<file path="src/rtl/stream_demux_if.sv">
// rtl/stream_demux_if.sv - input handshake, per-channel outputs and error count for stream_demux
interface stream_demux_if #(
  parameter int WIDTH    = 8,
  parameter int CHANNELS = 4,
  parameter int SEL_W    = 2,
  parameter int ERR_W    = 8
);
  logic [WIDTH-1:0]          in_data;
  logic [SEL_W-1:0]          in_sel;
  logic                      in_valid;
  logic                      in_ready;
  logic                      mode;
  logic [CHANNELS*WIDTH-1:0] out_data;
  logic [CHANNELS-1:0]       out_valid;
  logic [CHANNELS-1:0]       out_ready;
  logic [ERR_W-1:0]          err_count;

  modport master (
    output in_data, in_sel, in_valid, mode, out_ready,
    input  in_ready, out_data, out_valid, err_count
  );

  modport slave (
    input  in_data, in_sel, in_valid, mode, out_ready,
    output in_ready, out_data, out_valid, err_count
  );
endinterface

</file>
<file path="src/rtl/stream_demux.sv">
// rtl/stream_demux.sv - registered 1-to-N stream demux with round-robin mode and invalid-select counter
module stream_demux #(
  parameter int WIDTH    = 8,
  parameter int CHANNELS = 4,
  parameter int SEL_W    = 2,
  parameter int ERR_W    = 8
) (
  input  logic           clk,
  input  logic           reset,
  stream_demux_if.slave  bus
);
  logic [SEL_W-1:0]          rr_ptr;
  logic [SEL_W-1:0]          target;
  logic                      target_ok;
  logic                      target_free;
  logic                      in_ready_c;
  logic                      accept;
  logic [CHANNELS-1:0]       free;
  logic [CHANNELS-1:0]       valid_q;
  logic [CHANNELS*WIDTH-1:0] data_q;
  logic [ERR_W-1:0]          err_q;

  // pick the destination and decide whether a beat can be taken this cycle
  always_comb begin
    target      = bus.mode ? rr_ptr : bus.in_sel;
    target_ok   = ({1'b0, target} < (SEL_W + 1)'(CHANNELS));
    free        = ~valid_q | bus.out_ready;
    target_free = 1'b1;
    for (int i = 0; i < CHANNELS; i++) begin
      if (target == SEL_W'(i)) begin
        target_free = free[i];
      end
    end
    // beats to a non-existent channel are always taken so they can be counted and dropped
    in_ready_c = ~reset & (target_ok ? target_free : 1'b1);
    accept     = bus.in_valid & in_ready_c;
  end

  // per-channel holding registers: refill wins over drain so a busy channel never bubbles
  always_ff @(posedge clk or posedge reset) begin
    if (reset) begin
      valid_q <= '0;
      data_q  <= '0;
    end else begin
      for (int i = 0; i < CHANNELS; i++) begin
        if (accept && target == SEL_W'(i)) begin
          valid_q[i]                <= 1'b1;
          data_q[i*WIDTH +: WIDTH]  <= bus.in_data;
        end else if (valid_q[i] && bus.out_ready[i]) begin
          valid_q[i]                <= 1'b0;
          data_q[i*WIDTH +: WIDTH]  <= '0;
        end
      end
    end
  end

  // round-robin pointer moves only on accepts made in round-robin mode
  always_ff @(posedge clk or posedge reset) begin
    if (reset) begin
      rr_ptr <= '0;
    end else if (accept && bus.mode) begin
      rr_ptr <= (rr_ptr == SEL_W'(CHANNELS - 1)) ? '0 : rr_ptr + 1'b1;
    end
  end

  // saturating count of beats discarded for an out-of-range select
  always_ff @(posedge clk or posedge reset) begin
    if (reset) begin
      err_q <= '0;
    end else if (accept && !target_ok && err_q != '1) begin
      err_q <= err_q + 1'b1;
    end
  end

  assign bus.in_ready  = in_ready_c;
  assign bus.out_valid = valid_q;
  assign bus.out_data  = data_q;
  assign bus.err_count = err_q;
endmodule

</file>
<file path="src/flat_wrapper.sv">
// flat-port wrapper written by rule: the top's interface ports become plain ports
module stream_demux_flat 
#(
  parameter int WIDTH    = 8,
  parameter int CHANNELS = 4,
  parameter int SEL_W    = 2,
  parameter int ERR_W    = 8
)
  (clk, reset, bus_in_data, bus_in_sel, bus_in_valid, bus_mode, bus_out_ready, bus_in_ready, bus_out_data, bus_out_valid, bus_err_count);
  stream_demux_if #(.WIDTH(WIDTH), .CHANNELS(CHANNELS), .SEL_W(SEL_W), .ERR_W(ERR_W)) bus_i ();
  input  logic clk;
  input  logic reset;
  input wire logic [$bits(bus_i.in_data)-1:0] bus_in_data;
  input wire logic [$bits(bus_i.in_sel)-1:0] bus_in_sel;
  input wire logic [$bits(bus_i.in_valid)-1:0] bus_in_valid;
  input wire logic [$bits(bus_i.mode)-1:0] bus_mode;
  input wire logic [$bits(bus_i.out_ready)-1:0] bus_out_ready;
  output wire logic [$bits(bus_i.in_ready)-1:0] bus_in_ready;
  output wire logic [$bits(bus_i.out_data)-1:0] bus_out_data;
  output wire logic [$bits(bus_i.out_valid)-1:0] bus_out_valid;
  output wire logic [$bits(bus_i.err_count)-1:0] bus_err_count;
  assign bus_i.in_data = bus_in_data;
  assign bus_i.in_sel = bus_in_sel;
  assign bus_i.in_valid = bus_in_valid;
  assign bus_i.mode = bus_mode;
  assign bus_i.out_ready = bus_out_ready;
  assign bus_in_ready = bus_i.in_ready;
  assign bus_out_data = bus_i.out_data;
  assign bus_out_valid = bus_i.out_valid;
  assign bus_err_count = bus_i.err_count;
  stream_demux #(.WIDTH(WIDTH), .CHANNELS(CHANNELS), .SEL_W(SEL_W), .ERR_W(ERR_W)) u_core (.clk(clk), .reset(reset), .bus(bus_i));
endmodule
</file>
<file path="config.mk">
export PLATFORM = sky130hd
export DESIGN_NAME = stream_demux_flat
export DESIGN_NICKNAME = d
export VERILOG_FILES = /design/src/rtl/stream_demux_if.sv /design/src/rtl/stream_demux.sv /design/src/flat_wrapper.sv
export SDC_FILE = /design/constraint.sdc
export NUM_CORES = 1
export LEC_CHECK = 0
export CORE_ASPECT_RATIO = 2
export CORE_MARGIN = 2
export CORE_UTILIZATION = 48
export CTS_BUF_LIST = sky130_fd_sc_hd__clkbuf_16
export CTS_CLUSTER_DIAMETER = 200
export CTS_CLUSTER_SIZE = 10
export DETAILED_ROUTE_END_ITERATION = 8
export GPL_ROUTABILITY_DRIVEN = 0
export PLACE_DENSITY = 0.83
export SLEW_MARGIN = 10
export SYNTH_ARGS = -nofsm -noshare
export SYNTH_HDL_FRONTEND = slang
export SYNTH_SLANG_ARGS = --single-unit
</file>
<file path="constraint.sdc">
create_clock -name clk -period 3.2 [get_ports clk]
set_input_delay 0.48 -clock clk [delete_from_list [all_inputs] [get_ports clk]]
set_output_delay 0.48 -clock clk [all_outputs]
set_load 0.005 [all_outputs]
</file>
Word-level counts from Yosys, hierarchy flattened:

Cells that the tools add are included.

* add/sub/neg operators: 1
* equal/unequal tests: 4
* multiplexer cells: 22
* bitwise logic cells: 5
* reduce and logical (&&, ||, !) cells: 14

Operator list (number)
* 2-to-1 mux 8 bit: 8
* 2-to-1 mux 1 bit: 12
* logical AND 1 bit: 9
* nonzero test 2 bit: 4
* equality test 2 bit (second input constant): 3
* 2-to-1 mux 2 bit: 2
* NOT 4 bit: 1
* bitwise OR 4 bit: 1
* adder 2 x 1 -> 2 bit (second input constant): 1
* bitwise AND 1 bit: 2
* equality test 2 x 1 -> 1 bit (second input constant): 1
* zero test 2 bit: 1
* NOT 1 bit: 1

* flip-flop bits (word level): 38
* input port bits: 18
* output and inout port bits: 45
* word-level logic and storage cells: 55

Logic depth before layout (Yosys ltp):

Gate-level depths: netlist of run 1.

* word-level depth: 10
* gate-level depth with buffers: 5
* depth with buffers taken out: 4

Worst setup path before layout of run 1:

Ideal clock, no wire load.

* kind: input port to output port
* start: input port reset
* end: output port bus_in_ready
* data arrival time: 1.828 ns
* data required time: 2.720 ns
* slack: 0.892 ns
* stages on the path: 3
* buffers on the path: 0
* cells stage by stage: inv_1 > o21ai_0 > nor4b_1

* word-level cells in the longest chain between the ends: 2

RTL lines
* from (decl): RTL line flat_wrapper.sv:12 `input logic reset;`
* NOT 1 bit: RTL line stream_demux.sv:35 `in_ready_c = ~reset & (target_ok ? target_free : 1'b1);`
* bitwise AND 1 bit: RTL line stream_demux.sv:35
* to (decl): RTL line flat_wrapper.sv:18 `output wire logic [$bits(bus_i.in_ready)-1:0] bus_in_ready;`

No other way between the ends.

Worst setup path in the final report of run 1:

* start: input port bus_mode
* end: output port bus_in_ready

* word-level cells in the longest chain between the ends: 7
* elaborated cells between the ends (all ways): 10
* those cells by class: eq/ne (3); mux (5); bitwise (1); reduce/logical (1)

RTL lines
* from (decl): RTL line flat_wrapper.sv:16 `input wire logic [$bits(bus_i.mode)-1:0] bus_mode;`
* 2-to-1 mux 2 bit (*): RTL line stream_demux.sv:25 `target = bus.mode ? rr_ptr : bus.in_sel;`
* zero test 2 bit: RTL line stream_demux.sv:30 `if (target == SEL_W'(i)) begin`
* 2-to-1 mux 1 bit (3 in series): RTL line stream_demux.sv:30
* 2-to-1 mux 1 bit (*): RTL line stream_demux.sv:30
* bitwise AND 1 bit (*): RTL line stream_demux.sv:35

Mark *: on every way between the ends. The rest lies on a longest branch, timed or not.

==> results.toml, run 1 <==
[setup_path]
r2r_slack_ps = 1450
worstPathArrival_ps = 2280
worstSetupEndpoint = "bus_in_ready"
crit_path_start_kind = "primary input"
crit_fanout = 9
r2r-end = "u_core.bus.out_data[19]$_DFFE_PP0P_"
crit-reg2reg-launch = "u_core.rr_ptr[1]$_DFFE_PP0P_"
critPathCaptureType = "output port"
reg2reg_depth = 4
crit_type = "primary input to output port"
startpoint = "bus_mode"
crit_required_ps = 2720

[power_and_ir_drop]
power.leakage_nw = 1.31
total_power_mw = 2.22
cellPowerDensity_nw_per_um2 = 874
ir_drop_uv = 577

[logic_synthesis]
netlist.area_leader.share_pct = 52.8
ys_warn_count = 0
synth_cells = 176
syn_area_um2 = 1800
ys_top_cells_by_area = "dfrtp_1 53%, mux2i_1 13%, nand2_1 11%"
yosysUniqueCellTypes = 33
synth-seq-cells = 38
syn_avg_cell_area_um2 = 10.2
yosys.area.top_type = "dfrtp_1"
yosysSeqAreaShare_pct = 52.8

[clock_network]
cts_resized = 0
clk_latency_ps = 280
root_buffer = "clkbuf_16"
cts_buffers = 5
clock_path_buffers = 2
h-tree-depth = 2
clock_sinks = 38
cts_hold_buf = 0
clk_pin_slew_worst_paths_ps = 60
tritoncts = "yes"
cts_setup_buffers = 0

[sta]
hold_viol = 0
max_freq_ghz = 0.363
fin_ws_ps = 442
tightestPinTransition_ps = 632
finClkSkew_ps = 3.24
relSlewSlack_pct = 57.7
setup_viol = 0
timing.final.crit_period_ps = 2760
fin_crit_sh_pct = 86.2
rsz0062_at_grt = "false"
maxSlewViolCount = 0
finalSetupTns_ps = 0

[drt]
wl_per_cell_um = 15.3
drt.antenna.violating_nets = 0
vias = 1455
wl_mm = 4.33
drc = 0
dr.first_iter.drc_count = 32
avgViaCountPerCell = 5.14
drt_pre_antenna_iters = 4

[final_layout]
final_nets = 252
stdcell_count = 283
area_delta_synth_final_pct = 41.0
drive_gt1_share_pct = 6.41
mostFrequentLayoutCell = "clkdlybuf4s50_1"
layout_common_cells = "54 x clkdlybuf4s50_1, 51 x nand2_1, 38 x dfrtp_1, 24 x mux2i_1, 10 x o21ai_0"
design_area_um2 = 2540
antenna_cells = 0
fill_cells = 297

[grt]
antenna_found_initial = 0
grt_pass1_vias = 1453
overflow = 0
track_usage_pct = 22.8
grt_pass1_wl_mm = 6.89
grt_max_degree = 39

[die]
die_area_um2 = 4290
core_um2 = 3610
io_pins = 63
chipHeight_um = 90.6
initial_core_util_pct = 49.9
rows = 31
die_w_um = 47.3

[job]
max-cap-violations = 0

[status]
status = "finished, final reports clean"

[placed_design]
port_buffers = 54
placed_cells = 275
dpl.hpwl_mm = 3.25
place_area_um2 = 2350
place_ws_ps = 455

[min_path]
hold_path.class = "flip-flop to flip-flop"
[layer usage]
layer	track usage, %	part of all wire (%)	vias up
met1	25.5	36	710
met3	4.40	3.6	11
met2	38.3	57	48
met4	10.6	3.6	0
li1	-	-	686
met5	0	0	-
[state kept, by name, summed over array words and instances, names as in the netlist]
register,flops
u_core.rr_ptr,2
u_core.bus.out_valid,4
u_core.bus.out_data,32
[cells by family after synthesis]
| logic type | share of synthesized area [%] |
|---|---|
| AND/OR/NAND/NOR | 18.7 |
| adder cells (fa/ha/maj) | 0.694 |
| multiplexers | 14.6 |
| buffers and inverters | 6.67 |
| other | 0.208 |
| flip-flops | 52.8 |
| AO/OA/AOI/OAI | 6.32 |
[worst min path at each step]
stage                                                to  depth (start not counted)                           startpoint  slack [ps]
floorplan           u_core.bus.out_data[24]$_DFFE_PP0P_                          2  u_core.bus.out_data[24]$_DFFE_PP0P_         520
CTS                 u_core.bus.out_data[30]$_DFFE_PP0P_                          2  u_core.bus.out_data[30]$_DFFE_PP0P_         530
detailed placement  u_core.bus.out_data[29]$_DFFE_PP0P_                          2  u_core.bus.out_data[29]$_DFFE_PP0P_         520
global placement    u_core.bus.out_data[21]$_DFFE_PP0P_                          2  u_core.bus.out_data[21]$_DFFE_PP0P_         510
global route         u_core.bus.out_data[3]$_DFFE_PP0P_                          2   u_core.bus.out_data[3]$_DFFE_PP0P_         550
finish              u_core.bus.out_data[30]$_DFFE_PP0P_                          2  u_core.bus.out_data[30]$_DFFE_PP0P_         530
[metrics by stage]
step	hold slack, ps	utilization (%)
finish	526	70.4
detailed placement	523	65.2
global route	550	70.4
floorplan	523	-
global placement	514	65.2
CTS	532	70.4
[layout make-up]
class	instances	area, µm²	share of cell area (%)
Clock buffer	5	125	4.93
Clock inverter	3	63.8	2.51
Inverter	9	33.8	1.33
Multi-Input combinational cell	124	757	29.8
Sequential cell	38	951	37.4
Tap cell	49	61.3	2.41
Timing Repair Buffer	55	548	21.6
[where the power goes]
| part | switching, mW | internal, mW |
|---|---|---|
| clock | 0.186 | 0.444 |
| combinational | 0.281 | 0.474 |
| sequential | 0.143 | 0.690 |
[worst max-delay path, stage by stage]
cell             delay [ps]
clkdlybuf4s50_1         620
nor3_1                  110
a21oi_1                 180
o21ai_0                 100
nor4b_1                 240
clkdlybuf4s50_1         550
[cells in the mapped netlist (all sizes together)]
master	count
dfrtp	38
nand3	1
o211ai	1
nand2b	4
o211a	1
nand4b	1
mux2	2
or3b	2
nand2	51
buf	12
and3	1
nor2	2
nand3b	2
and3b	1
or2	1
ha	1
o21bai	1
nor4b	2
nor3	1
o311ai	1
mux2i	24
a21oi	3
o21ai	10
nor2b	1
inv	9
nand4	1
conb	1
a21o	1
Power figures use the tool's default switching activity.
==> run 2, diff against run 1 <==
Settings changed: ABC_AREA set to 1, CORE_UTILIZATION 48 to 49, PLACE_DENSITY 0.83 to 0.84.
==> results.toml, run 2 <==
[status]
status = "finished, final reports clean"

[clock_network]
clock_path_buffers = 2
cts_setup_buffers = 0
cts_hold_buf = 0
clock_sinks = 38
tritoncts = "yes"
root_buffer = "clkbuf_16"
h-tree-depth = 2
clk_latency_ps = 280
cts_resized = 0
cts_buffers = 5
clk_pin_slew_worst_paths_ps = 50

[power_and_ir_drop]
total_power_mw = 2.10
ir_drop_uv = 590
cellPowerDensity_nw_per_um2 = 796
power.leakage_nw = 1.32

[die]
chipHeight_um = 92.2
initial_core_util_pct = 50.1
io_pins = 63
die_w_um = 48.1
die_area_um2 = 4440
rows = 32
core_um2 = 3800

[logic_synthesis]
ys.flop_type = "dfrtp_1"
yosysSeqAreaShare_pct = 49.9
synth_cells = 214
synthMuxAreaShare_pct = 0
yosys.area.top_type = "dfrtp_1"
synth_top_family_by_area = "simple AND/OR/NAND/NOR gates"
synthAdderAreaFrac_pct = 0.656
ys_warn_count = 0
syn_area_um2 = 1910
yosys-top-cells-count = "51 x nand2_1, 38 x dfrtp_1, 37 x nand3_1, 33 x nand4_1, 10 x inv_1"
async_flop_share_pct = 100
synth_compound_area_share_pct = 0.787
netlist.area_leader.share_pct = 49.9
synth-edff-count = 0
synthXorXnorAreaFrac_pct = 0
synthSimpleGateAreaFrac_pct = 39.8
yosysUniqueCellTypes = 20
syn_avg_cell_area_um2 = 8.91
synth-seq-cells = 38
ys_top_cells_by_area = "dfrtp_1 50%, nand4_1 11%, nand2_1 10%"
synth.most_common_cell = "nand2_1"

[setup_path]
r2r_slack_ps = 1450
crit_type = "primary input to output port"
crit_fanout = 10
crit_required_ps = 2720
startpoint = "bus_mode"
crit-reg2reg-launch = "u_core.rr_ptr[1]$_DFFE_PP0P_"
critPathCaptureType = "output port"
worstPathArrival_ps = 2220
r2r-end = "u_core.rr_ptr[1]$_DFFE_PP0P_"
reg2reg_depth = 12
crit_path_start_kind = "primary input"

[sta]
finClkSkew_ps = 3.32
max_freq_ghz = 0.370
setup_viol = 0
finalSetupTns_ps = 0
fin_crit_sh_pct = 84.4
rsz0062_at_grt = "false"
timing.final.crit_period_ps = 2700
hold_viol = 0
maxSlewViolCount = 0

[final_layout]
final_nets = 290
area_delta_synth_final_pct = 38.6
drive_gt1_share_pct = 11.0
antenna_cells = 0
layout_common_cells = "54 x clkdlybuf4s50_1, 51 x nand2_1, 38 x dfrtp_1, 37 x nand3_1, 33 x nand4_1"
largest_register_ffs = 32
final_util_pct = 69.5
mostFrequentLayoutCell = "clkdlybuf4s50_1"
fill_cells = 312

[drt]
drt_pre_antenna_iters = 4
vias = 1738
wl_per_cell_um = 14.9
drc = 0
avgViaCountPerCell = 5.38
wl_mm = 4.82
drt.antenna.violating_nets = 0
dr.first_iter.drc_count = 70

[grt]
met2_usage_pct = 38.0
grt_util_met1_pct = 27.3
overflow = 0
grt_pass1_vias = 1695
met3_usage_pct = 3.15
grt_pass1_wl_mm = 7.57
grt_busiest_layer = "met2"
grt_max_degree = 39
antenna_found_initial = 0
track_usage_pct = 24.0

[job]
max-cap-violations = 0

[placed_design]
port_buffers = 54
dpl.hpwl_mm = 3.62

[min_path]
holdPathEnd = "u_core.bus.out_data[17]$_DFFE_PP0P_"
hold_depth = 2
min-delay-start = "u_core.bus.out_data[17]$_DFFE_PP0P_"
hold_path.class = "flip-flop to flip-flop"
-- run 2: changes by cell type after synthesis, sizes merged, moves of 6 or more --
cell   change
mux2i     -24
nand2      +6
nand3     +37
nand4     +36
nor2       +9
o21ai      -7
-- run 2: where the power goes --
| part | switching (mW) | internal (mW) | total [mW] |
|---|---|---|---|
| clock | 0.178 | 0.443 | 0.622 |
| sequential | 0.107 | 0.658 | 0.765 |
| combinational | 0.309 | 0.408 | 0.716 |
| total | 0.594 | 1.51 | 2.10 |
-- run 2: layout make-up --
type | count | area [µm²] | area share [%]
clock inverters | 3 | 63.8 | 2.41
multi-input cells | 155 | 817 | 30.9
flip-flops and latches | 38 | 951 | 36.0
inverters | 13 | 51.3 | 1.94
well taps | 51 | 63.8 | 2.41
clock buffers | 5 | 125 | 4.73
repair buffers | 58 | 571 | 21.6
-- run 2: critical path: stages --
cell	delay (ps)
clkdlybuf4s50_1	590
inv_2	90
nand2_2	90
nand2_4	70
nand2_4	80
inv_4	60
nand2_2	60
nand3_2	90
nor2_4	100
clkdlybuf4s50_1	500
-- run 2: cell families after synthesis --
family | Yosys count
other | 1
flip-flops | 38
adder cells (fa/ha/maj) | 1
AO/OA/AOI/OAI | 3
AND/OR/NAND/NOR | 143
buffers and inverters | 28
-- run 2: per-stage QoR --
| step | worst slack [ps] | hold WS, ps | area, µm² | cells |
|---|---|---|---|---|
| after floorplan | 741 | 487 | 1930 | 221 |
| after global placement | 566 | 482 | 2450 | 315 |
| after detailed placement | 516 | 487 | 2450 | 315 |
| after CTS | 503 | 500 | 2640 | 323 |
| after global routing | 372 | 529 | 2640 | 323 |
| final | 498 | 494 | 2640 | 323 |
-- run 2: worst max path at each step --
stage	slack, ps	depth (start not counted)	endpoint
floorplan	740	4	bus_in_ready
global placement	570	10	bus_in_ready
detailed placement	520	10	bus_in_ready
CTS	500	10	bus_in_ready
global route	370	8	bus_in_ready
finish	500	10	bus_in_ready
-- run 2: per-layer routing --
| layer | part of all wire, % | wire length, µm |
|---|---|---|
| met4 | 6.0 | 290 |
| met2 | 53 | 2530 |
| met3 | 5.8 | 278 |
| met1 | 36 | 1710 |
| met5 | 0 | 0 |
